### config.mk
export PLATFORM = sky130hd
export DESIGN_NAME = tiled_layer_controller
export DESIGN_NICKNAME = d
export VERILOG_FILES = /design/src/rtl/tiled_ctrl_pkg.sv /design/src/rtl/beat_counter.sv /design/src/rtl/tiled_layer_controller.sv
export SDC_FILE = /design/constraint.sdc
export NUM_CORES = 1
export LEC_CHECK = 0
export ABC_CLOCK_PERIOD_IN_PS = 2700
export CAP_MARGIN = 40
export CORE_MARGIN = 5
export CORE_UTILIZATION = 44
export CTS_CLUSTER_DIAMETER = 50
export DETAILED_ROUTE_END_ITERATION = 8
export GPL_TIMING_DRIVEN = 0
export PLACE_DENSITY = 0.69
export SLEW_MARGIN = 25
export SYNTH_ARGS = -nofsm -noshare
export SYNTH_HDL_FRONTEND = slang
export SYNTH_HIERARCHICAL = 1
export SYNTH_SLANG_ARGS = --single-unit
### constraint.sdc
create_clock -name clk -period 2.7 [get_ports clk]
set_clock_uncertainty 0.05 [all_clocks]
set_input_delay 0.54 -clock clk [delete_from_list [all_inputs] [get_ports clk]]
set_output_delay 0.54 -clock clk [all_outputs]
set_load 0.02 [all_outputs]
### src/rtl/tiled_ctrl_pkg.sv
// tiled_ctrl_pkg
// Shared definitions for the tiled layer controller: the FSM state
// encoding, the default parameter values and helper functions that
// derive the per-phase beat counts from the vector width and GLB lane count.
package tiled_ctrl_pkg;

    typedef enum logic [2:0] {
        IDLE        = 3'd0,
        LOAD_IFMAP  = 3'd1,
        LOAD_WEIGHT = 3'd2,
        LOAD_BIAS   = 3'd3,
        ARRAY       = 3'd4,
        PPU         = 3'd5,
        DONE        = 3'd6
    } ctrl_state_e;

    localparam int DEF_WIDTH       = 64;
    localparam int DEF_LANES       = 4;
    localparam int DEF_ARRAY_TIMES = 16;
    localparam int DEF_MAX_TILES   = 16;

    // One ifmap row packed LANES elements per GLB word.
    function automatic int ifmap_beats(input int width, input int lanes);
        return width / lanes;
    endfunction

    // Full WIDTH x WIDTH weight matrix packed LANES elements per GLB word.
    function automatic int weight_beats(input int width, input int lanes);
        return (width * width) / lanes;
    endfunction

    // One bias word per output channel.
    function automatic int bias_beats(input int width);
        return width;
    endfunction

    // One PPU beat per output element of the row.
    function automatic int ppu_beats(input int width);
        return width;
    endfunction

endpackage

### src/rtl/beat_counter.sv
// beat_counter
// Small up-counter shared by the controller for the GLB address, the array
// pass index and the PPU beat count.
// Ports:
//   clk, rst     clock and asynchronous active-low reset
//   clear        synchronous clear to zero (highest priority)
//   load         synchronous load of load_value
//   load_value   value taken when load is high
//   enable       count up by one
//   terminal     value at which at_terminal is flagged
//   count        current count
//   at_terminal  high while count equals terminal
module beat_counter #(
    parameter int W = 8
) (
    input  logic         clk,
    input  logic         rst,
    input  logic         clear,
    input  logic         load,
    input  logic [W-1:0] load_value,
    input  logic         enable,
    input  logic [W-1:0] terminal,
    output logic [W-1:0] count,
    output logic         at_terminal
);

    // Clear wins over load, load wins over counting, so a phase exit on the
    // same edge as a final beat always leaves the counter at zero.
    always_ff @(posedge clk or negedge rst) begin
        if (!rst) begin
            count <= '0;
        end else if (clear) begin
            count <= '0;
        end else if (load) begin
            count <= load_value;
        end else if (enable) begin
            count <= count + W'(1);
        end
    end

    assign at_terminal = (count == terminal);

endmodule

### src/rtl/tiled_layer_controller.sv
// tiled_layer_controller
// Sequences one layer as a run of tiles. Each tile loads ifmap, weight and
// bias words from DRAM into the GLB (one word per accepted DRAM beat), runs
// ARRAY_TIMES systolic-array passes and then drains the result through the
// PPU. Weight/bias loading can be restricted to tile 0 when the job reuses
// them across tiles.
// Ports:
//   clk, rst                  clock and asynchronous active-low reset
//   start, cfg_tiles,
//   cfg_reuse_weight          job request and its configuration
//   dram_valid                DRAM beat available
//   ifmap/weight/bias_wen     GLB write enables
//   array_ren, ofmap_ren      GLB read enables
//   data_address              GLB address
//   i_en_array, valid_array   array issue strobe / pass complete
//   compute_stage             current array pass
//   i_en_ppu, ppu_count       PPU input valid / beats issued
//   tile_idx                  current tile
//   busy, done, err           job status
// Optional build macro CTRL_PERF_CNT_EN adds stall_cycles and job_cycles.
module tiled_layer_controller
    import tiled_ctrl_pkg::*;
#(
    parameter int WIDTH       = DEF_WIDTH,
    parameter int LANES       = DEF_LANES,
    parameter int ARRAY_TIMES = DEF_ARRAY_TIMES,
    parameter int MAX_TILES   = DEF_MAX_TILES,
    parameter int TILE_W      = $clog2(MAX_TILES) + 1,
    parameter int ADDR_W      = $clog2(WIDTH * WIDTH / LANES)
) (
    input  logic                           clk,
    input  logic                           rst,
    input  logic                           start,
    input  logic [TILE_W-1:0]              cfg_tiles,
    input  logic                           cfg_reuse_weight,
    input  logic                           dram_valid,
    output logic                           ifmap_wen,
    output logic                           weight_wen,
    output logic                           bias_wen,
    output logic                           array_ren,
    output logic                           ofmap_ren,
    output logic [ADDR_W-1:0]              data_address,
    output logic                           i_en_array,
    input  logic                           valid_array,
    output logic [$clog2(ARRAY_TIMES)-1:0] compute_stage,
    output logic                           i_en_ppu,
    output logic [$clog2(WIDTH):0]         ppu_count,
    output logic [TILE_W-1:0]              tile_idx,
    output logic                           busy,
    output logic                           done,
    output logic                           err
`ifdef CTRL_PERF_CNT_EN
   ,output logic [31:0]                    stall_cycles,
    output logic [31:0]                    job_cycles
`endif
);

    localparam int CS_W         = $clog2(ARRAY_TIMES);
    localparam int PPU_W        = $clog2(WIDTH) + 1;
    localparam int IFMAP_BEATS  = ifmap_beats(WIDTH, LANES);
    localparam int WEIGHT_BEATS = weight_beats(WIDTH, LANES);
    localparam int BIAS_BEATS   = bias_beats(WIDTH);
    localparam int PPU_BEATS    = ppu_beats(WIDTH);

    ctrl_state_e         state;
    logic [TILE_W-1:0]   cfg_tiles_q;
    logic                cfg_reuse_q;

    logic                in_load;
    logic                beat;
    logic                cfg_ok;
    logic                start_ok;
    logic                load_last;
    logic                array_last;
    logic                ppu_last;
    logic                state_change;

    logic [ADDR_W-1:0]   addr_cnt;
    logic [ADDR_W-1:0]   addr_term;
    logic                addr_tc;
    logic                stage_tc;
    logic                ppu_tc;

    // Status and strobe outputs decode directly from the state register,
    // so they drop to zero the instant an asynchronous reset lands.
    assign in_load    = (state == LOAD_IFMAP) || (state == LOAD_WEIGHT) || (state == LOAD_BIAS);
    assign beat       = in_load && dram_valid;
    assign ifmap_wen  = (state == LOAD_IFMAP)  && dram_valid;
    assign weight_wen = (state == LOAD_WEIGHT) && dram_valid;
    assign bias_wen   = (state == LOAD_BIAS)   && dram_valid;
    assign array_ren  = (state == ARRAY);
    assign ofmap_ren  = (state == PPU);
    assign busy       = (state != IDLE);
    assign done       = (state == DONE);

    // The PPU reads the GLB with one cycle of latency, so the beat issued at
    // address 0 has no data behind it yet and is held back.
    assign i_en_ppu   = (state == PPU) && (addr_cnt != '0);

    // During the array phase the GLB is indexed by the pass number; the
    // shared address counter is parked at zero then.
    assign data_address = (state == ARRAY) ? ADDR_W'(compute_stage) : addr_cnt;

    assign cfg_ok   = (cfg_tiles != '0) && (cfg_tiles <= TILE_W'(MAX_TILES));
    assign start_ok = (state == IDLE) && start && cfg_ok;

    // Last word of whichever load phase is active.
    always_comb begin
        addr_term = '0;
        case (state)
            LOAD_IFMAP:  addr_term = ADDR_W'(IFMAP_BEATS - 1);
            LOAD_WEIGHT: addr_term = ADDR_W'(WEIGHT_BEATS - 1);
            LOAD_BIAS:   addr_term = ADDR_W'(BIAS_BEATS - 1);
            default:     addr_term = '0;
        endcase
    end

    // The PPU phase ends on the edge that would carry ppu_count to
    // PPU_BEATS, so the phase lasts exactly PPU_BEATS cycles.
    assign load_last    = beat && addr_tc;
    assign array_last   = (state == ARRAY) && valid_array && stage_tc;
    assign ppu_last     = (state == PPU) && ppu_tc;
    assign state_change = start_ok || load_last || array_last || ppu_last || (state == DONE);

    beat_counter #(.W(ADDR_W)) u_addr_cnt (
        .clk         (clk),
        .rst         (rst),
        .clear       (state_change),
        .load        (1'b0),
        .load_value  ('0),
        .enable      (beat || (state == PPU)),
        .terminal    (addr_term),
        .count       (addr_cnt),
        .at_terminal (addr_tc)
    );

    beat_counter #(.W(CS_W)) u_stage_cnt (
        .clk         (clk),
        .rst         (rst),
        .clear       (array_last),
        .load        (1'b0),
        .load_value  ('0),
        .enable      ((state == ARRAY) && valid_array),
        .terminal    (CS_W'(ARRAY_TIMES - 1)),
        .count       (compute_stage),
        .at_terminal (stage_tc)
    );

    beat_counter #(.W(PPU_W)) u_ppu_cnt (
        .clk         (clk),
        .rst         (rst),
        .clear       (ppu_last),
        .load        (1'b0),
        .load_value  ('0),
        .enable      (state == PPU),
        .terminal    (PPU_W'(PPU_BEATS - 1)),
        .count       (ppu_count),
        .at_terminal (ppu_tc)
    );

    // Main sequencer. Configuration is captured only on an accepted start
    // and ignored afterwards; tile_idx survives DONE so the last tile can be
    // inspected after the job. i_en_array and err are single-cycle pulses
    // and fall back to zero unless re-armed below.
    always_ff @(posedge clk or negedge rst) begin
        if (!rst) begin
            state       <= IDLE;
            cfg_tiles_q <= '0;
            cfg_reuse_q <= 1'b0;
            tile_idx    <= '0;
            i_en_array  <= 1'b0;
            err         <= 1'b0;
        end else begin
            i_en_array <= 1'b0;
            err        <= 1'b0;
            case (state)
                IDLE: begin
                    if (start) begin
                        if (cfg_ok) begin
                            cfg_tiles_q <= cfg_tiles;
                            cfg_reuse_q <= cfg_reuse_weight;
                            tile_idx    <= '0;
                            state       <= LOAD_IFMAP;
                        end else begin
                            err <= 1'b1;
                        end
                    end
                end
                LOAD_IFMAP: begin
                    if (load_last) begin
                        if (cfg_reuse_q && (tile_idx != '0)) begin
                            state      <= ARRAY;
                            i_en_array <= 1'b1;
                        end else begin
                            state <= LOAD_WEIGHT;
                        end
                    end
                end
                LOAD_WEIGHT: begin
                    if (load_last) begin
                        state <= LOAD_BIAS;
                    end
                end
                LOAD_BIAS: begin
                    if (load_last) begin
                        state      <= ARRAY;
                        i_en_array <= 1'b1;
                    end
                end
                ARRAY: begin
                    if (valid_array) begin
                        if (stage_tc) begin
                            state <= PPU;
                        end else begin
                            i_en_array <= 1'b1;
                        end
                    end
                end
                PPU: begin
                    if (ppu_last) begin
                        if ((tile_idx + TILE_W'(1)) < cfg_tiles_q) begin
                            tile_idx <= tile_idx + TILE_W'(1);
                            state    <= LOAD_IFMAP;
                        end else begin
                            state <= DONE;
                        end
                    end
                end
                DONE: begin
                    state <= IDLE;
                end
                default: begin
                    state <= IDLE;
                end
            endcase
        end
    end

`ifdef CTRL_PERF_CNT_EN
    // Performance counters: restarted by each accepted job, frozen once the
    // controller is idle again, and pinned at all-ones rather than wrapping.
    always_ff @(posedge clk or negedge rst) begin
        if (!rst) begin
            stall_cycles <= '0;
            job_cycles   <= '0;
        end else if (start_ok) begin
            stall_cycles <= '0;
            job_cycles   <= '0;
        end else begin
            if (busy && (job_cycles != '1)) begin
                job_cycles <= job_cycles + 32'd1;
            end
            if (in_load && !dram_valid && (stall_cycles != '1)) begin
                stall_cycles <= stall_cycles + 32'd1;
            end
        end
    end
`endif

endmodule

==> results.md, run 1 <==
| Stage | Metric | This run |
| --- | --- | --- |
| run status | Run status | complete, no violations |
| route | Wire length per cell after detailed routing | 13.2 um |
| floorplan | Total die area | 0.00756 sq mm |
| power | Power per Cell Area | 681 mW/mm^2 |
| floorplan | Core box area | 0.00585 sq mm |
| global route | Total gr overflow | 0 |
| cells and area | Number of standard cells in the layout, taps in and fillers out | 466 |
| timing | Worst hold slack after final layout | 155 ps |
| power | Flop pwr share | 34.5% |
| cells and area | Post-route core utilization | 60.3% |
| timing | Slew headroom | 63.7% |
| floorplan | Starting Density | 44.5% |
| clock network | Number of levels the H-tree was split into | 2 |
| timing | Setup total negative slack | 0 ps |
| power | Internal power | 1.50 mW |
| power | Clock network fraction of total power | 24.1% |
| cells and area | Share of final-layout standard cells stronger than drive strength 1 | 10.7% |
| global route | Antenna violations before repair | 0 |
| worst setup path | Worst R2R Start | state[2]$_DFFE_PN0P_ |
| worst setup path | Worst Reg-to-Reg Cells | 12 |
| worst setup path | Reg2reg setup slack | 50 ps |
| route | Vias after detailed routing | 2,378 |
| worst setup path | Arrival time worst endpoint | 2060 ps |
| clock network | CTS clock-pin slew for the worst setup and hold paths | 80 ps |
| route | Final ANT Viol Nets | 0 |
| worst setup path | Sequence of cells on the critical path | buf_2, nand2b_1, nor2_1, buf_6, mux2_2, dlygate4sd2_1 |
| clock network | TritonCTS Sinks | 37 |
| cells and area | Number of diodes added for antenna fixing | 0 |
| timing | Final count of negative-setup-slack endpoints | 0 |
| worst setup path | Critical Path Max Stage Delay | 360 ps |
| logic synthesis | Total of warnings raised by yosys | 6 |
| logic synthesis | Number of different library cells in the post-synthesis netlist | 51 |
| placed design | HPWL after detailed placement | 4.63 mm |
| route | Wirelength, routed | 6.13 mm |
| logic synthesis | Count of flip-flops with a built-in enable after synthesis | 0 |
| logic synthesis | Sequential element share of the synthesized area | 35.5% |
| clock network | Maximum count of clock buffers along a single path | 2 |
| timing | Final cycle utilization of the critical path | 98.2% |
| clock network | Quantity of hold-fixing buffers added after cts | 0 |
| clock network | Total CTS buffers | 5 |
| placed design | # port buffers | 46 |
| power | Combinational power share | 41.4% |
| cells and area | Most common cell after layout, fill and taps aside | sky130_fd_sc_hd__conb_1 |
| logic synthesis | Number of cells produced by synthesis | 297 |
| route | DRC violation count after routing | 0 |
| cells and area | Area delta synth->final | 35.4% |
| worst setup path | Endpoint of the most critical register-to-register path | u_addr_cnt/count[6]$_DFFE_PN0P_ |
| worst setup path | Type of the setup path with the least slack | reg2out |
| clock network | Clock insertion delay at the later pin of the skew report | 300 ps |
| floorplan | IO Count | 47 |
| logic synthesis | Seq cells post-synth | 37 |
| logic synthesis | Area of the mapped netlist | 0.00260 sq mm |
| power | Peak ir drop on the vdd network | 0.372 mV |
| flow run | Number of max-cap violations | 0 |
| route | Via density per instance | 5.10 |
| worst setup path | CP endpoint kind | output pin |
| timing | Final max-slew violation count | 0 |
| logic synthesis | Post-synth ARST share | 100% |
| global route | Maximum number of pins on one net before global-route repair | 20 |
| cells and area | Final Net Count | 410 |
| logic synthesis | Post-synthesis area per instance | 8.77 sq um |
| route | Starting DRT DRC Count | 104 |
| worst setup path | CP Data Required Time | 2110 ps |
| placed design | Post-placement cell count | 456 |
| power | Switch share | 37.7% |
| power | Sw Pwr | 0.904 mW |
| timing | Fmax | 377 MHz |
| timing | Transition time at the pin with the least slew margin | 540 ps |
| clock network | Clk root buf | sky130_fd_sc_hd__clkbuf_8 |
| timing | RSZ-0062 raised after global routing | yes |
| timing | Post-route minimum period | 2650 ps |
| global route | Overall Global Routing Usage | 17.1% |
| floorplan | X dimension of the die | 86.9 um |
| global route | Vias in the first global route | 2,271 |
| global route | First-pass GRT wire length | 10.4 mm |
| clock network | CTS tree | built |
| logic synthesis | Dominant register cell in the synthesized netlist | sky130_fd_sc_hd__dfrtp_1 |
| worst setup path | Nature of the critical path startpoint | flip-flop |
| worst setup path | Maximum net fanout on the critical path | 10 |
| worst setup path | Slowest stage cell on the critical path | sky130_fd_sc_hd__dfrtp_1 |
| cells and area | Most frequent cells in the layout | sky130_fd_sc_hd__conb_1 (39), sky130_fd_sc_hd__nand2_1 (38), sky130_fd_sc_hd__dfrtp_1 (37) |
| route | TritonRoute pass-1 iters | 4 |
| timing | Hold Vio Cnt, Final | 0 |
| floorplan | FP Rows | 28 |
| floorplan | Die Ht | 86.9 um |
| placed design | Final RePlAce weighted congestion | 0.835 |
| worst hold path | Path type of the worst min-delay path | in2async |
| power | Leakage component of the power | 1.60 nW |
through the flow:
step	setup WS, ps	power [mW]	cell area, sq um
3_3_place_gp	-394	1.79	3300
3_5_place_dp	-438	1.82	3330
5_1_grt	-69.3	2.57	3530
2_1_floorplan	8.24	1.47	2750
4_1_cts	-10.4	2.42	3490
6_report	49.4	2.40	3530
cell type report:
class	count	area [sq um]
multi-input combinational	267	1730
clock buffer	5	68.8
sequential	37	926
inverter	20	75.1
fill	513	2320
tap	75	93.8
clock inverter	3	65.1
timing repair buffer	49	505
buffer	10	67.6
flip-flops by register name, indices dropped and copies added (netlist names):
name               count
cfg_tiles_q            5
i_en_array             1
tile_idx               5
u_ppu_cnt/count        7
state                  3
err                    1
u_addr_cnt/count      10
u_stage_cnt/count      4
cfg_reuse_q            1
cell families after synthesis:
kind of cell               synth area share [%]
and+or+nand+nor                            24.9
AOI/OAI and AO/OA                          13.6
DFF                                        35.5
xor gates and xnor gates                   12.1
buffers and inverters                      4.99
muxes                                      4.18
adders and majority gates                  4.32
other                                     0.288
repair_timing:
item	CTS	global route
pin swaps	0	1
gates resized for setup	13	9
endpoints found under the hold margin	0	0
setup buffers	0	2
setup endpoints to repair	15	24
worst max-delay path: cells and delay by family (launching register included):
family,cells,cell delay [ps]
mux,1,340
buf+inv,3,680
simple gates,2,370
flops,1,360
power groups by stage:
stage	registers (mW)	clock network (mW)	logic, mW
floorplan	0.851	0	0.615
global placement	0.836	0	0.949
detailed placement	0.841	0	0.978
CTS	0.830	0.590	0.998
global route	0.856	0.617	1.10
finish	0.829	0.580	0.993
synthesized netlist by cell type (3+ instances only):
cell type	instances	area [sq um]
sky130_fd_sc_hd__a211oi_1	7	52.6
sky130_fd_sc_hd__a21oi_1	10	50.1
sky130_fd_sc_hd__a311oi_1	7	61.3
sky130_fd_sc_hd__buf_2	5	25.0
sky130_fd_sc_hd__dfrtp_1	37	926
sky130_fd_sc_hd__ha_1	9	113
sky130_fd_sc_hd__inv_1	18	67.6
sky130_fd_sc_hd__mux2_2	6	67.6
sky130_fd_sc_hd__mux2i_1	3	30.0
sky130_fd_sc_hd__nand2_1	38	143
sky130_fd_sc_hd__nand3_1	10	50.1
sky130_fd_sc_hd__nand4_1	9	56.3
sky130_fd_sc_hd__nor2_1	25	93.8
sky130_fd_sc_hd__nor2b_1	6	37.5
sky130_fd_sc_hd__nor4_1	5	31.3
sky130_fd_sc_hd__o21ai_0	11	55.1
sky130_fd_sc_hd__o21ai_1	4	20.0
sky130_fd_sc_hd__o2bb2ai_1	3	26.3
sky130_fd_sc_hd__o31ai_1	3	22.5
sky130_fd_sc_hd__or3_1	3	18.8
sky130_fd_sc_hd__or4_1	3	22.5
sky130_fd_sc_hd__xnor2_1	17	149
sky130_fd_sc_hd__xor2_1	19	166
per-layer routing:
metal | GRT usage [%] | up-vias | part of all wire (%) | wire [um]
met4 | 4.67 | 0 | 1.4 | 87
met5 | 0 | - | 0 | 0
met2 | 29.6 | 43 | 51 | 3130
li1 | - | 1190 | - | -
met1 | 21.5 | 1134 | 44 | 2670
met3 | 3.50 | 11 | 4.0 | 245
how the worst max path moves through the flow:
stage / from / endpoint / slack (ps) / cells past startpoint
floorplan: state[2]$_DFFE_PN0P_ / u_addr_cnt/count[9]$_DFFE_PN0P_ / 8 / 12
global placement: state[2]$_DFFE_PN0P_ / u_addr_cnt/count[9]$_DFFE_PN0P_ / -390 / 12
detailed placement: state[2]$_DFFE_PN0P_ / u_addr_cnt/count[6]$_DFFE_PN0P_ / -440 / 12
CTS: state[1]$_DFFE_PN0P_ / data_address[0] / -10 / 5
global route: state[0]$_DFFE_PN0P_ / u_addr_cnt/count[9]$_DFFE_PN0P_ / -70 / 12
finish: state[1]$_DFFE_PN0P_ / data_address[3] / 50 / 6
Power figures use the tool's default switching activity.
==> run 2: changes to the inputs <==
- ABC_CLOCK_PERIOD_IN_PS: 2700 -> 2300
- CORE_UTILIZATION: 44 -> 48
- PLACE_DENSITY: 0.69 -> 0.75
- SLEW_MARGIN: 25 -> 15
- clock period: 2.7 -> 2.3 ns (I/O delays scaled with it)
==> run 2 against run 1 <==
  * The run now ends with setup timing left
  * Design area is 6.7% higher
  * Sequential cell count stayed put
  * Die area is 7.4% lower
  * Global-route usage is 2.7 points higher
  * Power is 14% higher
  * Clock power is 25% lower
  * Worst setup slack worse by 250 ps
  * Sequential power is 19% higher
  * Routed wire length is 12% higher
  * Sequential share of layout area is 1.6 points lower
  * Worst hold slack worse by 89 ps
  * Non-clock buffer count is 21 higher
  * Critical endpoint is now u_addr_cnt/count[7]$_DFFE_PN0P_
==> results.md, run 2 (same netlist as run 1, synthesis figures left out) <==
| Stage | Metric | This run | Change |
| --- | --- | --- | --- |
| floorplan | X dimension of the die | 83.7 um | -3.8% |
| worst setup path | Type of the setup path with the least slack | reg2reg |  |
| cells and area | Area delta synth->final | 44.6% |  |
| timing | Transition time at the pin with the least slew margin | 582 ps | +41.8 ps |
| route | Wire length per cell after detailed routing | 14.3 um | +8.5% |
| clock network | CTS clock-pin slew for the worst setup and hold paths | 70 ps | about the same |
| cells and area | Flip-flop count of the largest register, all copies and words added | 10 | unchanged |
| run status | Run status | finished, violations left |  |
| route | Starting DRT DRC Count | 98 | -5.8% |
| global route | Vias in the first global route | 2,519 | +11% |
| route | Wirelength, routed | 6.85 mm | +12% |
| worst setup path | CP Data Required Time | 2410 ps | +300 ps |
| worst setup path | Maximum net fanout on the critical path | 6 | -4 |
| placed design | Final RePlAce weighted congestion | 0.798 | -4.5% |
| timing | RSZ-0062 raised after global routing | yes |  |
| power | Flop pwr share | 36.0% | +1.5 points |
| worst hold path | Path type of the worst min-delay path | in2async |  |
| cells and area | Post-route core utilization | 72.4% | +12 points |
| clock network | Total CTS buffers | 5 | unchanged |
| cells and area | Final standard cell area without fillers | 0.00377 sq mm | +6.7% |
| cells and area | Final Net Count | 431 | +5.1% |
| worst setup path | Slowest stage cell on the critical path | sky130_fd_sc_hd__dfrtp_1 |  |
| timing | Final count of negative-setup-slack endpoints | 13 | +13 |
| placed design | Placed cell area | 0.00336 sq mm | +0.90% |
| power | Overall Power | 2.73 mW | +14% |
| floorplan | IO Count | 47 | unchanged |
| floorplan | Core box area | 0.00520 sq mm | -11% |
| worst setup path | Most frequent cell on the critical path | sky130_fd_sc_hd__buf_6 |  |
| clock network | CTS tree | built |  |
| cells and area | Largest registers in the final layout | u_addr_cnt/count: 10 flops, u_ppu_cnt/count: 7 flops |  |
| timing | Final max-slew violation count | 0 | unchanged |
| route | Vias after detailed routing | 2,481 | +4.3% |
| worst setup path | Critical Path Max Stage Delay | 410 ps | +50 ps |
| timing | Worst hold slack after final layout | 65.8 ps | -89.5 ps |
| global route | Maximum number of pins on one net before global-route repair | 21 | +5.0% |
| cells and area | Share of final-layout standard cells stronger than drive strength 1 | 22.2% | +11 points |
| route | Final ANT Viol Nets | 0 | unchanged |
| run status | Failing checks | setup timing |  |
| route | TritonRoute pass-1 iters | 4 | unchanged |
| timing | Hold Vio Cnt, Final | 0 | unchanged |
| timing | Slew headroom | 60.9% | -2.8 points |
| cells and area | Number of standard cells in the layout, taps in and fillers out | 480 | +3.0% |
| cells and area | Most common cell after layout, fill and taps aside | sky130_fd_sc_hd__conb_1 |  |
| power | Switch share | 41.3% | +3.7 points |
| placed design | Post-placement cell count | 451 | -1.1% |
| floorplan | Die Ht | 83.7 um | -3.8% |
| power | Power per Cell Area | 725 mW/mm^2 | +6.5% |
| clock network | TritonCTS Sinks | 37 | unchanged |
| placed design | # port buffers | 46 | unchanged |
| cells and area | Most frequent cells in the layout | sky130_fd_sc_hd__conb_1 (39), sky130_fd_sc_hd__nand2_1 (37), sky130_fd_sc_hd__dfrtp_1 (35) |  |
| power | Sw Pwr | 1.13 mW | +25% |
| worst setup path | Sequence of cells on the critical path | buf_6, nand2b_4, nor2_4, buf_6, xnor2_2, nand4_1, nor4_2, nand2_1, nor3_4, nor3_4, o21ai_2, buf_6, a311oi_2 |  |
| timing | Final cycle utilization of the critical path | 109% |  |
| timing | Post-route minimum period | 2500 ps |  |
| cells and area | Largest reg by FF count | u_addr_cnt/count |  |
| clock network | Clk root buf | sky130_fd_sc_hd__clkbuf_8 |  |
| cells and area | Number of diodes added for antenna fixing | 0 | unchanged |
| worst setup path | CP endpoint kind | flip-flop |  |
| power | Combinational power share | 48.0% | +6.6 points |
| floorplan | Total die area | 0.00700 sq mm | -7.4% |
| power | Internal power | 1.60 mW | +6.9% |
| global route | Antenna violations before repair | 0 | unchanged |
| route | DRC violation count after routing | 0 | unchanged |
| global route | First-pass GRT wire length | 11.6 mm | +12% |
| floorplan | Starting Density | 50.0% | +5.5 points |
| power | Leakage component of the power | 1.66 nW | +4.0% |
| worst setup path | Arrival time worst endpoint | 2620 ps | +560 ps |
| worst setup path | Nature of the critical path startpoint | flip-flop |  |
| flow run | Number of max-cap violations | 0 | unchanged |
| clock network | Maximum count of clock buffers along a single path | 2 | unchanged |
| placed design | HPWL after detailed placement | 4.60 mm | -0.76% |
| timing | Min setup slack post-route | -204 ps | -253 ps |
| timing | Fmax | 399 MHz |  |
| clock network | Clock insertion delay at the later pin of the skew report | 290 ps | about the same |
| global route | Total gr overflow | 0 | unchanged |
| route | Via density per instance | 5.17 | +1.3% |
| clock network | Number of levels the H-tree was split into | 2 | unchanged |
| floorplan | FP Rows | 26 | -7.1% |
| power | Clock network fraction of total power | 16.0% | -8.1 points |
| power | Peak ir drop on the vdd network | 0.366 mV | -1.6% |
| global route | Overall Global Routing Usage | 19.7% | +2.7 points |
-- run 2: repair_timing --
item / CTS / global route
gates cloned: 2 / 0
resized for setup: 55 / 31
setup buffers: 15 / 10
hold buffers: 0 / 0
setup endpoints to repair: 32 / 30
pin swaps: 10 / 12
-- run 2: power groups by stage --
stage	Combinational, mW	Sequential, mW	Clock (mW)
floorplan	0.751	0.999	0
global placement	1.14	0.979	0
detailed placement	1.17	0.983	0
CTS	1.21	0.972	0.440
global route	1.42	1.01	0.469
finish	1.31	0.983	0.436
-- run 2: area by class of cell --
| cell class | instances | area, sq um |
|---|---|---|
| plain buffers | 9 | 73.8 |
| clock buffers | 5 | 68.8 |
| clock inverters | 1 | 5.00 |
| fillers | 423 | 1440 |
| inverters | 20 | 75.1 |
| multi-input cells | 267 | 1870 |
| flip-flops and latches | 37 | 928 |
| well taps | 70 | 87.6 |
| repair buffers | 71 | 657 |
-- run 2: critical path: cells and delay by family (launching register included) --
family,cells,cell delay (ps)
AOI/OAI and AO/OA,2,150
DFF,1,410
and+or+nand+nor,7,1230
buffers and inverters,3,430
xor gates and xnor gates,1,100
-- run 2: metal layers --
layer	part of all wire (%)	track usage, %
met5	0	0
met1	41	24.0
met4	1.7	5.12
met2	52	34.9
met3	4.5	4.64
-- run 2: stage by stage --
step                setup slack [ps]  setup TNS, ps
floorplan                       26.8              0
global placement                -277         -12790
detailed placement              -321          -3890
CTS                            -69.6           -329
global route                    -373          -4430
finish                          -204          -2110
-- run 2: worst paths after layout --
path / from / endpoint / slack, ps / depth (start not counted)
max: state[2]$_DFFE_PN0P_ / u_addr_cnt/count[7]$_DFFE_PN0P_ / -200 / 13
min: rst / u_ppu_cnt/count[3]$_DFFE_PN0P_ / 70 / 1
max reg2reg: state[2]$_DFFE_PN0P_ / u_addr_cnt/count[7]$_DFFE_PN0P_ / -200 / 13
min reg2reg: cfg_reuse_q$_DFFE_PN0P_ / cfg_reuse_q$_DFFE_PN0P_ / 440 / 2
max in group asynchronous: rst / state[0]$_DFFE_PN0P_ / 1650 / 2
min in group clk: cfg_reuse_q$_DFFE_PN0P_ / cfg_reuse_q$_DFFE_PN0P_ / 440 / 2
